[config.mk]
export PLATFORM = sky130hd
export DESIGN_NAME = hwpe_tcdm_stream_arbiter
export DESIGN_NICKNAME = d
export VERILOG_FILES = /design/src/rtl/hwpe_tcdm_stream_arbiter.sv
export SDC_FILE = /design/constraint.sdc
export NUM_CORES = 1
export LEC_CHECK = 0
export CORE_AREA = 5 5 205 207
export DETAILED_ROUTE_END_ITERATION = 8
export DIE_AREA = 0 0 210 212
export PLACE_DENSITY = 0.52
export REMOVE_ABC_BUFFERS = 1
export SYNTH_ARGS = -nofsm -noshare
export SYNTH_HDL_FRONTEND = slang
export SYNTH_SLANG_ARGS = --single-unit
[constraint.sdc]
create_clock -name clk -period 4 [get_ports clk]
set_input_delay 0.4 -clock clk [delete_from_list [all_inputs] [get_ports clk]]
set_output_delay 0.4 -clock clk [all_outputs]
set_load 0.02 [all_outputs]
[src/rtl/hwpe_tcdm_stream_arbiter.sv]
// rtl/hwpe_tcdm_stream_arbiter.sv - round-robin TCDM port arbiter with stall lock and in-order response routing
module hwpe_tcdm_stream_arbiter #(
    parameter int N_REQ           = 4,
    parameter int ADDR_WIDTH      = 32,
    parameter int DATA_WIDTH      = 32,
    parameter int BE_WIDTH        = DATA_WIDTH / 8,
    parameter int MAX_OUTSTANDING = 4,
    localparam int CNT_W          = $clog2(MAX_OUTSTANDING + 1)
) (
    input  logic                          clk,
    input  logic                          rst_n,
    input  logic                          clear_i,
    input  logic [N_REQ-1:0]              req_i,
    output logic [N_REQ-1:0]              gnt_o,
    input  logic [N_REQ*ADDR_WIDTH-1:0]   add_i,
    input  logic [N_REQ-1:0]              type_i,
    input  logic [N_REQ*BE_WIDTH-1:0]     be_i,
    input  logic [N_REQ*DATA_WIDTH-1:0]   data_i,
    output logic [N_REQ*DATA_WIDTH-1:0]   r_data_o,
    output logic [N_REQ-1:0]              r_valid_o,
    output logic                          tcdm_req_o,
    input  logic                          tcdm_gnt_i,
    output logic [ADDR_WIDTH-1:0]         tcdm_add_o,
    output logic                          tcdm_type_o,
    output logic [BE_WIDTH-1:0]           tcdm_be_o,
    output logic [DATA_WIDTH-1:0]         tcdm_data_o,
    input  logic [DATA_WIDTH-1:0]         tcdm_r_data_i,
    input  logic                          tcdm_r_valid_i,
    output logic [CNT_W-1:0]              outstanding_o,
    output logic                          busy_o,
    output logic                          err_o
);

    localparam int IDX_W = $clog2(N_REQ);
    localparam int PTR_W = (MAX_OUTSTANDING > 1) ? $clog2(MAX_OUTSTANDING) : 1;

    logic [ADDR_WIDTH-1:0] add_a  [N_REQ];
    logic [BE_WIDTH-1:0]   be_a   [N_REQ];
    logic [DATA_WIDTH-1:0] data_a [N_REQ];

    for (genvar g = 0; g < N_REQ; g++) begin : g_unpack
        assign add_a[g]  = add_i[g*ADDR_WIDTH +: ADDR_WIDTH];
        assign be_a[g]   = be_i[g*BE_WIDTH +: BE_WIDTH];
        assign data_a[g] = data_i[g*DATA_WIDTH +: DATA_WIDTH];
    end

    logic [IDX_W-1:0] rr_ptr;
    logic             lock;
    logic [IDX_W-1:0] lock_idx;
    logic [IDX_W-1:0] fifo_mem [MAX_OUTSTANDING];
    logic [PTR_W-1:0] wr_ptr;
    logic [PTR_W-1:0] rd_ptr;
    logic [CNT_W-1:0] count;
    logic             err_q;

    logic [IDX_W-1:0] win;
    logic [IDX_W-1:0] cand;
    logic [IDX_W-1:0] head;
    logic [IDX_W-1:0] rr_next;
    logic             found;
    logic             full;
    logic             hs;
    logic             pop;

    function automatic logic [PTR_W-1:0] ptr_inc(input logic [PTR_W-1:0] p);
        return (p == PTR_W'(MAX_OUTSTANDING - 1)) ? '0 : p + 1'b1;
    endfunction

    // A stalled request keeps its slot so the TCDM side sees a stable transaction.
    always_comb begin
        win   = rr_ptr;
        cand  = rr_ptr;
        found = 1'b0;
        for (int i = 0; i < N_REQ; i++) begin
            cand = IDX_W'((int'(rr_ptr) + i) % N_REQ);
            if (!found && req_i[cand]) begin
                win   = cand;
                found = 1'b1;
            end
        end
        if (lock) begin
            win = lock_idx;
        end
    end

    assign full    = (count == CNT_W'(MAX_OUTSTANDING));
    assign head    = fifo_mem[rd_ptr];
    assign rr_next = (win == IDX_W'(N_REQ - 1)) ? '0 : win + 1'b1;

    assign tcdm_req_o  = req_i[win] & ~full;
    assign tcdm_add_o  = add_a[win];
    assign tcdm_type_o = type_i[win];
    assign tcdm_be_o   = be_a[win];
    assign tcdm_data_o = data_a[win];

    assign hs  = tcdm_req_o & tcdm_gnt_i;
    assign pop = tcdm_r_valid_i & (count != '0);

    always_comb begin
        gnt_o     = '0;
        r_valid_o = '0;
        if (hs) begin
            gnt_o[win] = 1'b1;
        end
        if (pop) begin
            r_valid_o[head] = 1'b1;
        end
    end

    assign r_data_o      = {N_REQ{tcdm_r_data_i}};
    assign outstanding_o = count;
    assign busy_o        = (|req_i) | (count != '0);
    assign err_o         = err_q;

    always_ff @(posedge clk) begin
        if (hs && !clear_i) begin
            fifo_mem[wr_ptr] <= win;
        end
    end

    always_ff @(posedge clk or negedge rst_n) begin
        if (!rst_n) begin
            rr_ptr   <= '0;
            lock     <= 1'b0;
            lock_idx <= '0;
            wr_ptr   <= '0;
            rd_ptr   <= '0;
            count    <= '0;
            err_q    <= 1'b0;
        end else if (clear_i) begin
            rr_ptr   <= '0;
            lock     <= 1'b0;
            lock_idx <= '0;
            wr_ptr   <= '0;
            rd_ptr   <= '0;
            count    <= '0;
            err_q    <= 1'b0;
        end else begin
            if (hs) begin
                wr_ptr <= ptr_inc(wr_ptr);
                rr_ptr <= rr_next;
                lock   <= 1'b0;
            end else if (tcdm_req_o) begin
                lock     <= 1'b1;
                lock_idx <= win;
            end
            if (pop) begin
                rd_ptr <= ptr_inc(rd_ptr);
            end
            if (tcdm_r_valid_i && (count == '0)) begin
                err_q <= 1'b1;
            end
            case ({hs, pop})
                2'b10:   count <= count + 1'b1;
                2'b01:   count <= count - 1'b1;
                default: count <= count;
            endcase
        end
    end

endmodule

== Yosys cells after proc, flatten, opt, wreduce, memory -nomap -nowiden ==
Memories as Yosys holds them, arrays and structs flattened.
Index checks and enable logic that the tools add are counted.

* Flip-flop bits (word level): 13
* Bits in latches: 0
* Bits in writable memories: 8
* Memory bits (read-only): 0
* Input port bits: 317
* Output and inout bits: 211
* Memories: 1

{| class="wikitable"
|+ Memories
! name !! words !! width !! read ports !! clocked after Yosys merged registers in !! write ports !! line !! RTL
|-
| fifo_mem || 4 || 2 || 1 || 0 || 1 || 50 || <nowiki>logic [IDX_W-1:0] fifo_mem [MAX_OUTSTANDING];</nowiki>
|}

* Add/sub/neg operators: 8
* $mul: 0
* Divide/modulo/power cells: 0
* Magnitude comparators: 9
* Equal/unequal tests: 7
* Shift-type cells: 0
* Multiplexer cells: 55
* Bitwise gates (word level): 6
* Reduce and logical (&&, ||, !) cells: 21

{| class="wikitable"
|+ Operators with widths
! kind !! number
|-
| $bmux W32 S2 || 2
|-
| $mux W32 || 4
|-
| $mux W2 || 16
|-
| $lt A2 B3 Y1 const B || 6
|-
| $mux W1 || 18
|-
| $mux W4 || 4
|-
| $bmux W1 S2 || 6
|-
| $reduce_bool A3 Y1 || 3
|-
| $add A2 B1 Y2 const B || 4
|-
| $bmux W4 S2 || 1
|-
| $eq A2 B2 Y1 const B || 4
|-
| $reduce_bool A2 Y1 || 4
|-
| $logic_and A1 B1 Y1 || 7
|-
| $pmux W3 S2 || 1
|-
| $add A2 B2 Y2 const B || 2
|-
| $demux W1 S2 || 2
|-
| $ge A2 B1 Y1 const B || 2
|-
| $logic_not A1 Y1 || 4
|-
| $reduce_or A4 Y1 || 1
|-
| $add A3 B1 Y3 const B || 1
|-
| $and A1 B1 Y1 || 3
|-
| $eq A3 B3 Y1 const B || 1
|-
| $ge A3 B3 Y1 const B || 1
|-
| $logic_not A3 Y1 || 1
|-
| 8 further kinds || 8
|}

== Logic depth before layout (Yosys ltp) ==
Gate-level depths: netlist of the first run.

* Word-level depth: 20
* Gate-level depth with buffers: 12
* Gate-level depth less buffers: 11

== Worst setup path after synthesis of the first run ==
Ideal clock, no wire load.

* Path type: reg2reg
* Start: reg rr_ptr[1]
* End: reg count[2], in the netlist outstanding_o[2]
* Library setup time: 128 ps
* Arrival time: 2938 ps
* Required time: 3872 ps
* Path slack: 934 ps
* Cell stages (with the launch flop): 13
* Period minus slack after synthesis: 3066 ps
* Cell sequence: dfrtp_1 o21ai_1 a221oi_1 o31ai_4 inv_2 a2111o_1 a21oi_2 buf_2 nor2_1 fa_1 and2_1 mux2i_1 mux2_1

* Word-level cells in the longest chain between the ends: 20
* Elaborated cells on any way between the ends: 33
* Those cells by class: 3 x add/sub; 2 x eq/ne; 19 x mux; 2 x bitwise; 7 x reduce/logical

{| class="wikitable"
|+ RTL lines
! element !! line !! RTL
|-
| start: declaration || 47 || <nowiki>logic [IDX_W-1:0] rr_ptr;</nowiki>
|-
| start signal: assignment || 141 || <nowiki>rr_ptr <= rr_next;</nowiki>
|-
| parallel branches: the longest is 11 deep, another holds $add A2 B1 Y2 || -- ||
|-
| $mux W2 * || 76 || <nowiki>if (!found && req_i[cand]) begin</nowiki>
|-
| $mux W2 * || 81 || <nowiki>if (lock) begin</nowiki>
|-
| $bmux W1 S2 * || 90 || <nowiki>assign tcdm_req_o = req_i[win] & ~full;</nowiki>
|-
| $mux W1 (not written as such) * || 90 ||
|-
| $and A1 B1 Y1 * || 90 ||
|-
| $and A1 B1 Y1 * || 96 || <nowiki>assign hs = tcdm_req_o & tcdm_gnt_i;</nowiki>
|-
| $eq A2 B1 Y1 / $eq A2 B2 Y1 (equally long branches) || 153 || <nowiki>case ({hs, pop})</nowiki>
|-
| $pmux W3 S2 || 153 ||
|-
| $mux W3 || 130 || <nowiki>end else if (clear_i) begin</nowiki>
|-
| end signal: assignment || 154 || <nowiki>2'b10: count <= count + 1'b1;</nowiki>
|-
| end signal: assignment || 155 || <nowiki>2'b01: count <= count - 1'b1;</nowiki>
|-
| end signal: assignment || 156 || <nowiki>default: count <= count;</nowiki>
|-
| end: declaration || 53 || <nowiki>logic [CNT_W-1:0] count;</nowiki>
|}

Every way passes the cells marked *. The select of a mux whose other input is x is not followed.
A chain may end at the register's enable or synchronous reset.

== Worst setup path in the final report of the first run ==
* Start: in req_i[1]
* End: out tcdm_add_o[23]

* Word-level cells in the longest chain between the ends: 17
* Elaborated cells on any way between the ends: 25
* Those cells by class: 18 x mux; 1 x bitwise; 6 x reduce/logical

{| class="wikitable"
|+ RTL lines
! element !! line !! RTL
|-
| start: declaration || 13 || <nowiki>input logic [N_REQ-1:0] req_i,</nowiki>
|-
| $bmux W1 S2 || 76 ||
|-
| $mux W1 (not written as such) || 76 ||
|-
| $mux W1 || 76 ||
|-
| $logic_not A1 Y1 || 76 ||
|-
| $logic_and A1 B1 Y1 || 76 ||
|-
| $mux W1 || 76 ||
|-
| $logic_not A1 Y1 || 76 ||
|-
| $logic_and A1 B1 Y1 || 76 ||
|-
| $mux W1 || 76 ||
|-
| $logic_not A1 Y1 || 76 ||
|-
| $logic_and A1 B1 Y1 || 76 ||
|-
| $mux W2 * || 76 ||
|-
| $mux W2 * || 81 ||
|-
| $not A2 Y3 (not written as such) * || 91 || <nowiki>assign tcdm_add_o = add_a[win];</nowiki>
|-
| $bmux W32 S2 * || 91 ||
|-
| $mux W32 (not written as such) * (2 in series) || 91 ||
|-
| end: declaration || 23 || <nowiki>output logic [ADDR_WIDTH-1:0] tcdm_add_o,</nowiki>
|}

Every way passes the cells marked *; elsewhere a longest branch is shown, timed or not. The select of a mux whose other input is x is not followed.

==> results of run 1 <==
[placed cells by master, fill, tap and decap left out, drive strengths merged]
master,Yosys,routed
dfrtp,13,13
and2,5,5
mux2i,6,6
clkbuf,45,3
and3b,1,1
o31ai,4,4
ha,8,8
nand2,283,283
inv,5,6
nor4,2,2
nand3,1,1
xnor2,2,2
a221oi,1,1
nor2,23,23
mux2,2,2
nor3,3,3
a21boi,1,1
a21oi,5,5
nand2b,9,9
a2111o,2,2
xor2,1,1
buf,132,31
mux4,2,2
clkinvlp,0,1
nor2b,3,3
edfxtp,8,8
and3,71,71
clkdlybuf4s50,0,354
a31oi,69,69
a211oi,3,3
o21ai,2,2
nor3b,2,2
and4b,4,4
fa,1,1
[kinds of logic after synthesis]
logic type / Yosys count / synth area share
and+or+nand+nor: 407 / 0.410
buffers and inverters: 183 / 0.267
AOI/OAI and AO/OA: 87 / 0.131
DFF: 21 / 0.129
muxes: 10 / 0.0291
adders and majority gates: 9 / 0.0274
xor gates and xnor gates: 3 / 0.00600
[synthesized netlist by cell type, drive strengths merged (2+ instances only)]
library cell | instances | area, µm²
inv | 5 | 18.8
a31oi | 69 | 432
nor2b | 3 | 18.8
nor4 | 2 | 12.5
and2 | 5 | 31.3
dfrtp | 13 | 325
a211oi | 3 | 22.5
xnor2 | 2 | 17.5
o31ai | 4 | 43.8
ha | 8 | 100
mux2i | 6 | 60.1
nand2 | 283 | 1060
a21oi | 5 | 28.8
and4b | 4 | 40.0
buf | 132 | 977
mux4 | 2 | 45.0
clkbuf | 45 | 169
nor2 | 23 | 86.3
o21ai | 2 | 10.0
nor3b | 2 | 15.0
edfxtp | 8 | 240
mux2 | 2 | 22.5
nand2b | 9 | 56.3
nor3 | 3 | 15.0
and3 | 71 | 444
a2111o | 2 | 22.5
[worst max path at each step]
stage / from / endpoint / slack (ns) / cells past startpoint
2_1_floorplan: req_i[1] / gnt_o[0] / -7.13 / 7
5_1_grt: req_i[1] / tcdm_add_o[23] / 0.14 / 11
3_5_place_dp: req_i[1] / tcdm_add_o[23] / 0.30 / 11
4_1_cts: req_i[1] / tcdm_add_o[23] / 0.29 / 11
6_report: req_i[1] / tcdm_add_o[23] / 0.29 / 11
3_3_place_gp: req_i[1] / gnt_o[1] / 0.36 / 9
[registers in the layout (all words and copies together) (netlist names)]
register	flops
err_o	1
fifo_mem	8
lock	1
lock_idx	2
outstanding_o	3
rd_ptr	2
rr_ptr	2
wr_ptr	2
[worst max-delay path, stage by stage]
cell and delay [ns]:
clkdlybuf4s50_1 0.53, nand2b_1 0.22, and3b_1 0.22, nor2_1 0.18, o21ai_4 0.13, inv_4 0.16, buf_12 0.29, nand2_1 0.08
and3_1 0.18, a31oi_1 0.21, clkdlybuf4s50_1 0.67
[power breakdown]
group	internal, mW	switching [mW]	total, mW
Sequential	0.284	0.0645	0.349
Clock	0.136	0.0847	0.220
Combinational	1.91	2.40	4.31
Total	2.33	2.55	4.88
[per-layer routing]
metal / global-route usage / up-vias
li1: - / 2693
met2: 0.161 / 422
met3: 0.0955 / 28
met4: 0.0160 / 6
met5: 0.0453 / -
met1: 0.147 / 2643
[final cells by class]
| class | instances | area, µm² |
|---|---|---|
| clock inverter | 1 | 7.51 |
| sequential | 21 | 566 |
| tap | 532 | 666 |
| timing repair buffer | 385 | 3860 |
| fill | 4549 | 32300 |
| inverter | 6 | 25.0 |
| multi-input combinational | 516 | 2660 |
| clock buffer | 3 | 75.1 |
==> metrics.md, run 1 <==
| Metric | Value |
|---|---|
| TritonRoute pass-1 iters | 5 |
| CTS tree | yes |
| Period utilisation layout | 0.927 |
| Gr ovfl total | 0 |
| HPWL Detailed | 24200 µm |
| Area delta synth->final | 79.5% |
| Number of synthesized flops with an enable pin | 8 |
| Yosys Warn Count | 0 |
| Critical path arrival | roughly 3.3 ns |
| DRC viols | 0 |
| Vias in the first global route | a little under 6000 |
| Post-route design area | 7860 µm² |
| Skew final | between 0.002 and 0.0025 ns |
| FF+latch count, synth | 21 |
| Unrepaired setup endpoints after global routing | false |
| Setup Crit Path Kind | in2out |
| Met2 wire len | approximately 11000 µm |
| Nets | roughly 1300 |
| Row count | between 70 and 80 |
| CTS H-tree depth | 1 |
| Placed instance count | roughly 1500 |
| N_diodes | 0 |
| Detailed Route WL | 29000 µm |
| R2r setup slk | just over 0.9 ns |
| Clock insertion delay at the later pin of the skew report | roughly 0.26 ns |
| Final TNS setup | 0 ns |
| Die area | between 40000 and 50000 µm² |
| Final Max Slew Viols | 0 |
| CTS resizes | 0 |
| Util after Layout | 0.196 |
| Met1 Wirelength | roughly 12000 µm |
| Post-route ant nets | 0 |
| Critical path peak fanout | between 60 and 70 |
| Post-CTS Hold Fix Bufs | 0 |
| Setup-failing EPs final | 0 |
| Largest net degree at the start of global routing | 78 |
| Wire per inst | around 20 µm |
| Non-Filler Instances | 1464 |
| Asr flop ratio synth | 0.619 |
| Max transition margin | 0.509 |
| First-pass GRT wire length | 39700 µm |
| Worst Hold End | err_o$_DFFE_PN0P_ |
| Synth unique cells | 38 |
| Synthesized cell area | between 4000 and 5000 µm² |
| Vias | around 5800 |
| Share of cells above drive strength 1 | 0.0451 |
| CTS clk-pin slew, worst paths | 0.06 ns |
| Crit path capture type | output port |
| Min-delay src | err_o$_DFFE_PN0P_ |
| Fin worst setup slack | about 0.3 ns |
| Hold Crit Depth | 2 |
| Worst slack, placed | about 0.30 ns |
| Post-synthesis sequential area ratio | 0.129 |
| I/O Buffers | between 300 and 400 |
| Total clock sinks | 21 |
| Syn Inst Count | a little over 700 |
| Initial antenna violation count | 2 |
| Post-route minimum period | approximately 3.7 ns |
| Number of max-cap violations | 0 |
| Worst hold margin | approximately 0.50 ns |
| RR Endpoint | outstanding_o[2]$_DFFE_PN0P_ |
| Worst-margin pin slew | 0.734 ns |
| Post-CTS setup buffers | 0 |
| Number of buffers created by CTS | 3 |
| Static Leak | ~3.2 nW |
| CP startpoint kind | input port |
| Power per cell area | ~620 nW/µm² |
| Via density | roughly 4 |
| Status | finished, final reports clean |
| Max Used Layer | met5 |
| Hold WC Path Type | reg2reg |
| Mean Syn Cell Area | about 6 µm² |
| DIE HEIGHT | around 210 µm |
| Main synth FF type | dfrtp_1 |
| Width of the die | about 210 µm |
| Core Region | between 40000 and 50000 µm² |
| Fmax | ~0.27 GHz |
| DRT iter0 DRCs | around 270 |
| Pwr Total | between 4 and 5 mW |
| Total GRT Usage | 0.119 |
| Initial Util | 0.109 |
| Gpl congestion | about 0.87 |
| Area of placed instances | slightly below 8000 µm² |
| Worst reg2reg path depth | 11 |
| R2R Path Start | rr_ptr[1]$_DFFE_PN0N_ |
| Root buffer cell | clkbuf_16 |
| Num ports | ~530 |
| Final Hold Vio Count | 0 |
| Clock Path Buffers | 2 |
| Peak VDD IR | a little over 0.0003 V |
| Met3 wire length | around 5000 µm |
| Worst EP required | between 3 and 4 ns |
Power figures use the tool's default switching activity.
==> run 2: changes to the inputs <==
--- a/config.mk
+++ b/config.mk
@@ -8,6 +8,7 @@
 export CORE_AREA = 5 5 205 207
 export DETAILED_ROUTE_END_ITERATION = 8
 export DIE_AREA = 0 0 210 212
+export GPL_ROUTABILITY_DRIVEN = 0
 export PLACE_DENSITY = 0.52
 export REMOVE_ABC_BUFFERS = 1
 export SYNTH_ARGS = -nofsm -noshare
==> results of run 2 <==
Same layout as run 1: the final DEF is identical, and so are final timing and power.
==> run 3: changes to the inputs <==
--- a/config.mk
+++ b/config.mk
@@ -9,6 +9,7 @@
 export DETAILED_ROUTE_END_ITERATION = 8
 export DIE_AREA = 0 0 210 212
 export GPL_ROUTABILITY_DRIVEN = 0
+export GPL_TIMING_DRIVEN = 0
 export PLACE_DENSITY = 0.52
 export REMOVE_ABC_BUFFERS = 1
 export SYNTH_ARGS = -nofsm -noshare
==> run 3 against run 2 <==
Compared with the run above: critical path depth grew 1; sequential share of layout area down 0.16 points; hold slack improved by 0.0049 ns; final area rose by 2.2%; combinational power grew 5.1%; maximum frequency is 3.6% lower; first-iteration DRC count is 3.0% lower; highest routed layer unchanged.
==> metrics.md, run 3 (synthesized netlist as in run 1, its figures left out) <==
| Metric | Value |
|---|---|
| CTS H-tree depth | 1 (unchanged) |
| Worst EP required | 3.60 ns (about the same) |
| Met3 Use GR | 0.0918 (-0.00369) |
| Post-route ant nets | 0 (unchanged) |
| Number of max-cap violations | 0 (unchanged) |
| Area delta synth->final | 83.4% |
| Reg with most FFs | fifo_mem |
| Critical path peak fanout | 49 (-25%) |
| CP startpoint kind | input port |
| Root buffer cell | clkbuf_16 |
| CTS tree | yes |
| DRT iter0 DRCs | 263 (-3.0%) |
| Wire per inst | 19.8 µm (+0.24%) |
| Max stage delay on crit path | 0.66 ns (about the same) |
| I/O Buffers | 367 (unchanged) |
| Max transition margin | 0.510 (about the same) |
| Peak VDD IR | 0.000220 V (-29%) |
| GRT met2 Usage | 0.168 (+0.00703) |
| Share of cells above drive strength 1 | 0.0312 (-0.0138) |
| Util after Layout | 0.200 (+0.00433) |
| Detailed Route WL | 29000 µm (about the same) |
| R2R Path Start | rr_ptr[1]$_DFFE_PN0N_ |
| Static Leak | 3.32 nW (+5.1%) |
| Fmax | 0.260 GHz (-3.6%) |
| First-pass GRT wire length | 39700 µm (-0.16%) |
| Width of the die | 210 µm (unchanged) |
| Fillers | 4601 (+1.1%) |
| Via density | 3.91 (-1.3%) |
| Clock insertion delay at the later pin of the skew report | 0.25 ns (about the same) |
| Number of buffers created by CTS | 3 (unchanged) |
| R2r setup slk | 0.41 ns (-0.50 ns) |
| Placed instance count | 1451 (-0.62%) |
| Vias | 5707 (-1.5%) |
| Most common cell after layout, fill and taps aside | clkdlybuf4s50_1 |
| Gr busiest metal | met2 |
| Setup Crit Path Kind | in2out |
| Core Region | 40200 µm² (unchanged) |
| Die area | 44500 µm² (unchanged) |
| CP top delay family | buffers and inverters |
| DIE HEIGHT | 212 µm (unchanged) |
| Worst-margin pin slew | 0.733 ns (-0.000458 ns) |
| Vias in the first global route | 5932 (+0.54%) |
| Worst reg2reg path depth | 14 (+3) |
| Total GRT Usage | 0.119 (-0.000162) |
| Min-delay src | err_o$_DFFE_PN0P_ |
| Post-route minimum period | 3.85 ns (+0.139 ns) |
| Status | finished, final reports clean |
| WP buf/inv | 5 (+1) |
| Hold Crit Depth | 2 (unchanged) |
| Most frequent cells in the layout | clkdlybuf4s50_1, nand2_1, and3_1, a31oi_1, nor2_1 |
| CP max stage cell | clkdlybuf4s50_1 |
| CTS clk-pin slew, worst paths | 0.06 ns (about the same) |
| Multi-input combinational cell area | 2680 µm² (+0.94%) |
| Initial antenna violation count | 1 (-1) |
| Critical path arrival | 3.45 ns (+0.14 ns) |
| Reg area | 566 µm² (unchanged) |
| Crit path capture type | output port |
| Initial Util | 0.109 (unchanged) |
| Final Hold Vio Count | 0 (unchanged) |
| Setup-failing EPs final | 0 (unchanged) |
| Nets | 1256 (-0.24%) |
| RR Endpoint | outstanding_o[2]$_DFFE_PN0P_ |
| DRC viols | 0 (unchanged) |
| Worst slack, placed | -1.29 ns (-1.59 ns) |
| Largest net degree at the start of global routing | 74 (-5.1%) |
| Clock Path Buffers | 2 (unchanged) |
| Num ports | 528 (unchanged) |
| HPWL Detailed | 23900 µm (-1.2%) |
| Area of placed instances | 7810 µm² (+0.39%) |
| Gr ovfl total | 0 (unchanged) |
| Skew final | 0.00588 ns (+0.00386 ns) |
| TritonRoute pass-1 iters | 4 (-1) |
| Non-Filler Instances | 1461 (-0.20%) |
| Worst Hold End | err_o$_DFFE_PN0P_ |
| Hold WC Path Type | reg2reg |
| Largest register FFs | 8 (unchanged) |
| Cells along the critical path | clkdlybuf4s50_1, nand2b_1, and3_1, nor2_1, o21ai_4, buf_12, clkinv_8, buf_16, nand2_1, and3_1, a31oi_1, clkdlybuf4s50_1 |
| Period utilisation layout | 0.962 (+0.0348) |
| Post-route design area | 8030 µm² (+2.2%) |
| N_diodes | 0 (unchanged) |
| Row count | 74 (unchanged) |
| Post-CTS Hold Fix Bufs | 0 (unchanged) |
| Total clock sinks | 21 (unchanged) |
| Fin worst setup slack | 0.153 ns (-0.139 ns) |
| Crit path from | req_i[3] |
| Final Max Slew Viols | 0 (unchanged) |
| Power per cell area | 634 nW/µm² (+2.0%) |
| GR Util met1 | 0.144 (-0.00281) |
run 3: timing repair:
item | 4_1_cts | 5_1_grt
setup buffers | 5 | 0
resized for setup | 5 | 17
endpoints found under the setup margin | 89 | 42
cloned | 1 | 0
pin swaps | 3 | 2
run 3: per-layer routing:
layer | vias up | wire [µm]
met5 | - | 264
met4 | 6 | 273
met3 | 18 | 4850
met2 | 376 | 11700
met1 | 2620 | 11900
li1 | 2687 | -
run 3: power breakdown:
part	switching [mW]	internal, mW
clock	0.0746	0.136
sequential	0.0645	0.284
combinational	2.51	2.02
run 3: how the worst max path moves through the flow:
stage,endpoint,slack [ns],depth (start not counted)
global placement,tcdm_data_o[10],-15.14,10
finish,tcdm_add_o[4],0.15,12
global route,tcdm_add_o[4],-0.005,12
detailed placement,outstanding_o[2]$_DFFE_PN0P_,-1.29,13
floorplan,gnt_o[0],-7.13,7
CTS,tcdm_data_o[11],0.006,11
run 3: final cells by class:
type | count | share of cell area
flip-flops and latches | 21 | 0.0704
well taps | 532 | 0.0829
clock buffers | 4 | 0.00981
multi-input cells | 516 | 0.334
repair buffers | 382 | 0.498
inverters | 6 | 0.00530
run 3: worst reg2reg max path: stages (launching register included):
cell and delay, ns:
dfrtp_1 0.44, o21ai_1 0.15, a221oi_1 0.12, o31ai_4 0.34, buf_16 0.20, inv_8 0.16, a2111o_1 0.50, a21oi_4 0.20
buf_12 0.13, buf_4 0.16, nor2_1 0.07, fa_1 0.37, and2_1 0.15, mux2i_1 0.14, mux2_1 0.33
run 3: per-stage QoR:
stage	hold WS (ns)	total power, mW	setup TNS [ns]
3_5_place_dp	0.492	4.80	-41.65
5_1_grt	0.552	5.50	-0.00760
3_3_place_gp	0.483	4.24	-1202.44
4_1_cts	0.507	5.18	0
2_1_floorplan	0.104	2.68	-517.67
6_report	0.500	5.09	0
